### config.mk
export PLATFORM = sky130hd
export DESIGN_NAME = mem_access_sequencer
export DESIGN_NICKNAME = d
export VERILOG_FILES = /design/src/rtl/mem_seq_pkg.sv /design/src/rtl/rr_arbiter_2.sv /design/src/rtl/mem_access_sequencer.sv
export SDC_FILE = /design/constraint.sdc
export NUM_CORES = 1
export LEC_CHECK = 0
export CAP_MARGIN = 20
export CELL_PAD_IN_SITES_DETAIL_PLACEMENT = 0
export CELL_PAD_IN_SITES_GLOBAL_PLACEMENT = 2
export CORE_AREA = 2 2 51 53
export DETAILED_ROUTE_END_ITERATION = 8
export DIE_AREA = 0 0 53 55
export PLACE_DENSITY_LB_ADDON = 0.05
export SYNTH_ARGS = -nofsm -noshare
export SYNTH_HDL_FRONTEND = slang
export SYNTH_SLANG_ARGS = --single-unit
### constraint.sdc
create_clock -name Clk -period 2.04 [get_ports Clk]
set_input_delay 0.612 -clock Clk [delete_from_list [all_inputs] [get_ports Clk]]
set_output_delay 0.612 -clock Clk [all_outputs]
set_load 0.02 [all_outputs]
### src/rtl/mem_seq_pkg.sv
// rtl/mem_seq_pkg.sv - shared types and constants for the MDR/RAM access sequencer
package mem_seq_pkg;

    typedef enum logic [2:0] {
        IDLE  = 3'd0,
        WLOAD = 3'd1,
        WRITE = 3'd2,
        RWAIT = 3'd3,
        RCAPT = 3'd4,
        DONE  = 3'd5
    } seq_state_t;

    // MDR control word: [2] load from bus, [1] load from RAM, [0] drive RAM
    localparam logic [2:0] MDR_CTRL_NONE = 3'b000;
    localparam logic [2:0] MDR_CTRL_BUS  = 3'b100;
    localparam logic [2:0] MDR_CTRL_RAM  = 3'b010;
    localparam logic [2:0] MDR_CTRL_DRV  = 3'b001;

    localparam logic PORT_FETCH = 1'b0;
    localparam logic PORT_DATA  = 1'b1;

    function automatic logic [1:0] port_onehot(input logic port);
        return (port == PORT_DATA) ? 2'b10 : 2'b01;
    endfunction

endpackage

### src/rtl/rr_arbiter_2.sv
// rtl/rr_arbiter_2.sv - two-port round-robin winner select, purely combinational
module rr_arbiter_2
    import mem_seq_pkg::*;
(
    input  logic [1:0] req,
    input  logic       last_served,
    output logic       winner,
    output logic       valid
);

    always_comb begin
        valid  = |req;
        winner = PORT_FETCH;
        case (req)
            2'b01:   winner = PORT_FETCH;
            2'b10:   winner = PORT_DATA;
            // Contention: whoever was not served last goes next
            2'b11:   winner = (last_served == PORT_FETCH) ? PORT_DATA : PORT_FETCH;
            default: winner = PORT_FETCH;
        endcase
    end

endmodule

### src/rtl/mem_access_sequencer.sv
// rtl/mem_access_sequencer.sv - arbitrates fetch/data requesters and sequences MDR and RAM strobes
module mem_access_sequencer
    import mem_seq_pkg::*;
#(
    parameter int RAM_RD_LAT    = 2,
    parameter int RAM_WR_CYCLES = 1,
    parameter int CNT_W         = 4
) (
    input  logic       Clk,
    input  logic       Rst_n,
    input  logic [1:0] req,
    input  logic [1:0] req_we,
    output logic [1:0] grant,
    output logic [1:0] done,
    output logic [2:0] mdr_ctrl,
    output logic       ram_en,
    output logic       ram_we,
    output logic       busy
);

    localparam int CNT_MAX = (1 << CNT_W) - 1;

    if (RAM_RD_LAT < 1 || RAM_RD_LAT > CNT_MAX) begin : g_bad_rd_lat
        $error("mem_access_sequencer: RAM_RD_LAT out of range for CNT_W");
    end
    if (RAM_WR_CYCLES < 1 || RAM_WR_CYCLES > CNT_MAX) begin : g_bad_wr_cycles
        $error("mem_access_sequencer: RAM_WR_CYCLES out of range for CNT_W");
    end

    localparam logic [CNT_W-1:0] RD_LAST = CNT_W'(RAM_RD_LAT - 1);
    localparam logic [CNT_W-1:0] WR_LAST = CNT_W'(RAM_WR_CYCLES - 1);

    seq_state_t       state, state_nxt;
    logic [1:0]       grant_q, grant_nxt;
    logic [CNT_W-1:0] cnt, cnt_nxt;
    logic             last_served, last_served_nxt;

    logic             arb_winner;
    logic             arb_valid;

    rr_arbiter_2 u_arb (
        .req         (req),
        .last_served (last_served),
        .winner      (arb_winner),
        .valid       (arb_valid)
    );

    // last_served resets to the data port so fetch wins the first contention
    always_ff @(posedge Clk or negedge Rst_n) begin
        if (!Rst_n) begin
            state       <= IDLE;
            grant_q     <= 2'b00;
            cnt         <= '0;
            last_served <= PORT_DATA;
        end else begin
            state       <= state_nxt;
            grant_q     <= grant_nxt;
            cnt         <= cnt_nxt;
            last_served <= last_served_nxt;
        end
    end

    always_comb begin
        state_nxt       = state;
        grant_nxt       = grant_q;
        cnt_nxt         = cnt;
        last_served_nxt = last_served;
        case (state)
            IDLE: begin
                if (arb_valid) begin
                    grant_nxt       = port_onehot(arb_winner);
                    last_served_nxt = arb_winner;
                    cnt_nxt         = '0;
                    state_nxt       = req_we[arb_winner] ? WLOAD : RWAIT;
                end
            end
            WLOAD: begin
                cnt_nxt   = '0;
                state_nxt = WRITE;
            end
            WRITE: begin
                if (cnt == WR_LAST) begin
                    cnt_nxt   = '0;
                    state_nxt = DONE;
                end else begin
                    cnt_nxt = cnt + 1'b1;
                end
            end
            RWAIT: begin
                if (cnt == RD_LAST) begin
                    cnt_nxt   = '0;
                    state_nxt = RCAPT;
                end else begin
                    cnt_nxt = cnt + 1'b1;
                end
            end
            RCAPT: begin
                state_nxt = DONE;
            end
            DONE: begin
                grant_nxt = 2'b00;
                state_nxt = IDLE;
            end
            default: begin
                grant_nxt = 2'b00;
                cnt_nxt   = '0;
                state_nxt = IDLE;
            end
        endcase
    end

    // Outputs depend on registered state only; req never reaches them directly
    always_comb begin
        done     = 2'b00;
        mdr_ctrl = MDR_CTRL_NONE;
        ram_en   = 1'b0;
        ram_we   = 1'b0;
        case (state)
            WLOAD: mdr_ctrl = MDR_CTRL_BUS;
            WRITE: begin
                mdr_ctrl = MDR_CTRL_DRV;
                ram_en   = 1'b1;
                ram_we   = 1'b1;
            end
            RWAIT: ram_en   = 1'b1;
            RCAPT: mdr_ctrl = MDR_CTRL_RAM;
            DONE:  done     = grant_q;
            default: begin
                done     = 2'b00;
                mdr_ctrl = MDR_CTRL_NONE;
            end
        endcase
    end

    assign grant = grant_q;
    assign busy  = (state != IDLE);

endmodule

==> After elaboration in Yosys (flattened, before gate mapping) <==
Index checks and enable logic that the tools add are counted.
{ "classes": {"n_addsub": 1, "mul": 0, "div_mod_pow": 0, "magnitude_cmp": 1, "n_eq_ne": 11, "shift": 0, "muxes": 20, "n_bitwise": 2, "reduce_logical": 11} }
{ "op_table": {"columns": ["operator", "n"], "rows": [
  ["4-bit case mux with 4 select lines", 1],
  ["3-bit case mux with 5 select lines", 1],
  ["4-bit two-way mux", 3],
  ["3-bit two-way mux", 3],
  ["3-bit case mux with 3 select lines", 1],
  ["2-bit two-way mux", 4],
  ["3-bit by 2-bit == test with 1-bit output (second input constant)", 2],
  ["3-bit == test (second input constant)", 2],
  ["2-bit != test (second input constant)", 3],
  ["2-bit AND reduction", 3],
  ["2-bit OR reduction", 3],
  ["1-bit two-way mux", 5],
  ["4-bit by 1-bit adder with 4-bit output (second input constant)", 1],
  ["2-bit == test (second input constant)", 2],
  ["4-bit by 1-bit == test with 1-bit output (second input constant)", 1],
  ["4-bit zero test", 1],
  ["2-bit case mux with 2 select lines", 1],
  ["4-bit OR reduction", 1],
  ["3-bit by 1-bit == test with 1-bit output (second input constant)", 1],
  ["3-bit zero test", 1],
  ["3-bit AND reduction", 1],
  ["3-bit nonzero test", 1],
  ["1-bit by 2-bit less-than comparator with 1-bit output (second input constant)", 1],
  ["1-bit NOT", 2],
  ["1-bit case mux with 2 select lines", 1]
]} }
{ "word_totals": {"register_bits": 10, "latch_bits": 0, "ramBits": 0, "romBits": 0, "inputBits": 6, "elab_cells": 50, "memories": 0} }

==> Depth between registers and ports, before layout <==
Gate-level depths: netlist of run 1.
{ "depth": {"word_depth": 7, "ltp_mapped": 5, "depth_no_buf": 5} }

==> Cells and area by module <==
A second synthesis of run 1 with hierarchy kept.
{ "unflattened": {"cells_unflattened": 73, "area_unflattened_um2": 660.6} }
{ "modules_own_cells": {"columns": ["mod", "n_inst", "cells_per_inst", "area_each_um2", "seq_area_each_um2"], "rows": [
  ["mem_access_sequencer", 1, 71, 646.9, 251.5],
  ["rr_arbiter_2", 1, 2, 13.8, 0.0]
]} }

==> Least setup slack after synthesis of run 1 <==
Ideal clock, no wire load.
{ "synth_timing": {"path_kind": "reg-to-output", "start": "reg state[2]", "end": "out mdr_ctrl[0]", "t_arrival_ps": 1159, "required_ps": 1428, "slack_ps": 269, "stages_incl_launch_ff": 4, "path_buffers": 1, "path_cell_list": "dfrtp_1 > nand2b_1 > nor2_1 > buf_4"} }
{ "synth_between": {"elab_chain_cells": 2, "word_cells_on_any_way": 4, "cone_classes": "eq/ne (3); mux (1)"} }
{ "synth_rtl": {"columns": ["element", "line_no", "source"], "rows": [
  ["start, declared", "mem_access_sequencer.sv:33", "seq_state_t state, state_nxt;"],
  ["start signal, assigned", "mem_access_sequencer.sv:56", "state <= state_nxt;"],
  ["3-bit == test (tied with other cells)", "mem_access_sequencer.sv:118", "case (state)"],
  ["3-bit case mux with 3 select lines *", "mem_access_sequencer.sv:118", null],
  ["end, declared", "mem_access_sequencer.sv:15", "output logic [2:0] mdr_ctrl,"]
]} }
Mark *: on every way between the ends. The rest lies on a longest branch, timed or not.

==> Worst setup path after layout of run 1 <==
{ "layout_timing": {"start": "reg state[1]", "end": "out done[0]"} }
{ "layout_between": {"elab_chain_cells": 2} }
{ "layout_rtl": {"columns": ["element", "line_no", "source"], "rows": [
  ["3-bit == test", "mem_access_sequencer.sv:118", null],
  ["2-bit two-way mux", "mem_access_sequencer.sv:118", null],
  ["end, declared", "mem_access_sequencer.sv:14", "output logic [1:0] done,"]
]} }
No other way between the ends.

==> results.yml, run 1 <==
global_routing:
  grt_pass1_vias: 621
  wire_length_of_the_first_global_routing_pass_mm: 2.95
  grt.total_usage: 0.147
  global_route.overflow_total: 0
  initial_antenna_violation_count: 0
  grt_max_degree: 11
floorplanning:
  die_height_um: 55
  placement_rows: 18
  top_level_ports: 16
  horizontal_die_dimension_um: 53
  fp.coreArea_mm2: 0.00236
  die_area_mm2: 0.00292
  initial_standard_cell_utilization_of_the_core: 0.305
power_and_ir_drop:
  report.power.total_mw: 1.49
  vdd_drop_max_uv: 590
  power_density_mw_per_mm2: 1500
  total_leakage_power_nw: 0.461
logic_synthesis:
  synth_nets: 82
  ys.warnings.count: 0
  synth_seq_area_share: 0.349
  synthesis.instances: 72
  ys_ff_latch: 10
  synthesis.area_um2: 721
  synth.distinct_cells: 38
  mean_instance_size_in_the_synthesized_netlist_um2: 10.0
drt:
  drcViolationCount: 0
  wire_length_reported_by_the_detailed_router_mm: 1.78
  drt_first_iter_violations: 7
  detail_route.wl_per_cell_um: 14.0
  num_vias: 616
  postRouteAntennaNets: 0
  vias_per_cell: 4.85
  drt-pass1-iter-count: 3
placement:
  place_congestion: 0.710
  buffer_ports.inserted: 15
  dp.final_hpwl_mm: 1.36
  placement.cell_area_um2: 958
  dp.cells: 123
sta:
  post-route-min-period_ns: 2.00
  max_slew.worst_pin.slew_ns: 0.547
  max-slew-margin-rel: 0.634
  timing.final.setup_violations: 0
  fin_worst_skew_ns: 0.00570
  final-hold-violation-count: 0
  rsz0062_at_grt: "yes"
  report.final.slew_viol_count: 0
  min_period_over_period: 0.981
  timing.fmax_mhz: 500
setup_path:
  crit_path_end_kind: "output pin"
  critical_path_required_ns: 1.43
  worst-endpoint-arrival_ns: 1.39
  worstSetupStartpointType: "flop"
  path_class: "flop to output pin"
  critPathMaxFanout: 6
finish:
  antennaDiodeCount: 0
  finalNetCount: 108
  layout-area-overhead-vs-synth_pct: 37.5
  final_core_utilization: 0.419
  post_route_cells_drive_above_1_share: 0.309
  post_layout_nonfiller_instances: 127
  commonest_cells_after_routing_fill_and_taps_aside: "buf_4, dfrtp_1, clkdlybuf4s50_1"
  final_common_cell: "buf_4"
  finish.instance_area_um2: 991
clock_network:
  cts-hold-fix-buffers: 0
  ctsRootBufferMaster: "clkbuf_4"
  tritoncts_clock_tree: "done"
  cts_htree_levels: 1
  clock_latency_ns: 0.28
  cts_max_path_buffers: 2
  cts.reportedPaths.clkPinSlew_ns: 0.08
  cts.sink_count: 10
  cts_made_buffers: 3
flow_run:
  maxCapViolCount: 0
status:
  outcome: "completed"
min_path:
  min_path_type: "flop to flop"
## state kept, by name, indices dropped and copies added (netlist names)
name and count:
last_served 1, state 3, grant 2, cnt 4
## cell usage after synthesis
| cell | count | area [µm²] |
|---|---|---|
| dfrtp_1 | 9 | 225 |
| a21oi_1 | 4 | 20.0 |
| ha_1 | 4 | 50.1 |
| inv_1 | 4 | 15.0 |
| nand2b_1 | 4 | 25.0 |
| nor2b_1 | 4 | 25.0 |
| buf_4 | 3 | 22.5 |
| a21o_1 | 2 | 15.0 |
| and3_1 | 2 | 12.5 |
| buf_2 | 2 | 10.0 |
| inv_2 | 2 | 7.51 |
| nor2_1 | 2 | 7.51 |
| nor3_1 | 2 | 10.0 |
| nor3_2 | 2 | 20.0 |
| o211ai_1 | 2 | 15.0 |
| o31ai_1 | 2 | 15.0 |
| a211oi_2 | 1 | 12.5 |
| a21bo_1 | 1 | 10.0 |
| a21boi_0 | 1 | 7.51 |
| a221oi_2 | 1 | 15.0 |
| a22o_1 | 1 | 8.76 |
| a311o_1 | 1 | 10.0 |
| a31oi_1 | 1 | 6.26 |
| a32oi_1 | 1 | 8.76 |
| and2_1 | 1 | 6.26 |
| and3b_1 | 1 | 8.76 |
| dfstp_2 | 1 | 26.3 |
| mux2i_1 | 1 | 10.0 |
| nand2_1 | 1 | 3.75 |
| nand3_1 | 1 | 5.00 |
| nor2_4 | 1 | 11.3 |
| nor4_2 | 1 | 12.5 |
| nor4b_1 | 1 | 8.76 |
| o221a_1 | 1 | 11.3 |
| o2bb2ai_1 | 1 | 8.76 |
| o41ai_2 | 1 | 16.3 |
| or3b_1 | 1 | 8.76 |
| xnor2_1 | 1 | 8.76 |
## layer usage
metal | vias to the layer above | wire (µm) | share of wire | GRT usage
met5 | - | 0 | 0 | 0
li1 | 313 | - | - | -
met2 | 14 | 846 | 0.47 | 0.250
met4 | 0 | 44 | 0.025 | 0.0897
met1 | 284 | 826 | 0.46 | 0.171
met3 | 5 | 65 | 0.036 | 0.0323
## metrics by stage
stage          hold WS [ns]  TNS [ns]  worst slack, ns
6_report              0.544         0           0.0394
4_1_cts               0.543  -0.00861         -0.00861
2_1_floorplan         0.316         0            0.269
3_5_place_dp          0.537  -0.00611         -0.00611
3_3_place_gp          0.525         0          0.00562
5_1_grt               0.583    -0.100          -0.0350
## worst max-delay path: stages, from the launching register on
cell	delay, ns
dfrtp_2	0.47
nor2b_1	0.20
and3_1	0.18
clkdlybuf4s15_2	0.25
## final timing paths
kind | start | cells past startpoint | end | slack, ns
max in group asynchronous | Rst_n | 1 | state[1] | 0.97
setup / recovery | state[1] | 3 | done[0] | 0.04
min in group asynchronous | Rst_n | 1 | cnt[2] | 0.68
setup reg to reg | cnt[1] | 5 | state[0] | 0.55
hold reg to reg | last_served | 2 | last_served | 0.54
hold / removal | last_served | 2 | last_served | 0.54
## final cells by class
cell class / instances / area [µm²]
Inverter: 6 / 22.5
Tap cell: 30 / 37.5
Clock buffer: 4 / 36.3
Fill cell: 281 / 1370
Timing Repair Buffer: 26 / 221
Sequential cell: 10 / 253
Multi-Input combinational cell: 51 / 420
## power by group
part / switching, mW / total, mW / internal (mW)
clock network: 0.0830 / 0.192 / 0.109
logic: 0.481 / 0.909 / 0.427
registers: 0.102 / 0.389 / 0.287
## cell families (layout without fill, tap and decap cells)
kind of cell / after synthesis / in the layout / share of synthesized area
multiplexers: 1 / 1 / 0.0139
AND/OR/NAND/NOR: 24 / 24 / 0.229
buffers and inverters: 11 / 36 / 0.0764
adder cells (fa/ha/maj): 4 / 4 / 0.0694
flip-flops: 10 / 10 / 0.349
XOR/XNOR: 1 / 1 / 0.0122
AO/OA/AOI/OAI: 21 / 21 / 0.250
## what timing repair did
action / 4_1_cts / 5_1_grt
pin swaps: 0 / 0
buffers inserted: 0 / 0
resized for setup: 16 / 3
setup endpoints to repair: 8 / 7
(Power assumes the default switching activity.)
==> run 2, diff against run 1 <==
--- a/config.mk
+++ b/config.mk
@@ -11,6 +11,7 @@
 export CORE_AREA = 2 2 51 53
 export DETAILED_ROUTE_END_ITERATION = 8
 export DIE_AREA = 0 0 53 55
+export HOLD_SLACK_MARGIN = 0.1
 export PLACE_DENSITY_LB_ADDON = 0.05
 export SYNTH_ARGS = -nofsm -noshare
 export SYNTH_HDL_FRONTEND = slang
==> results of run 2 <==
Same layout as run 1: the final DEF is identical, and so are final timing and power.
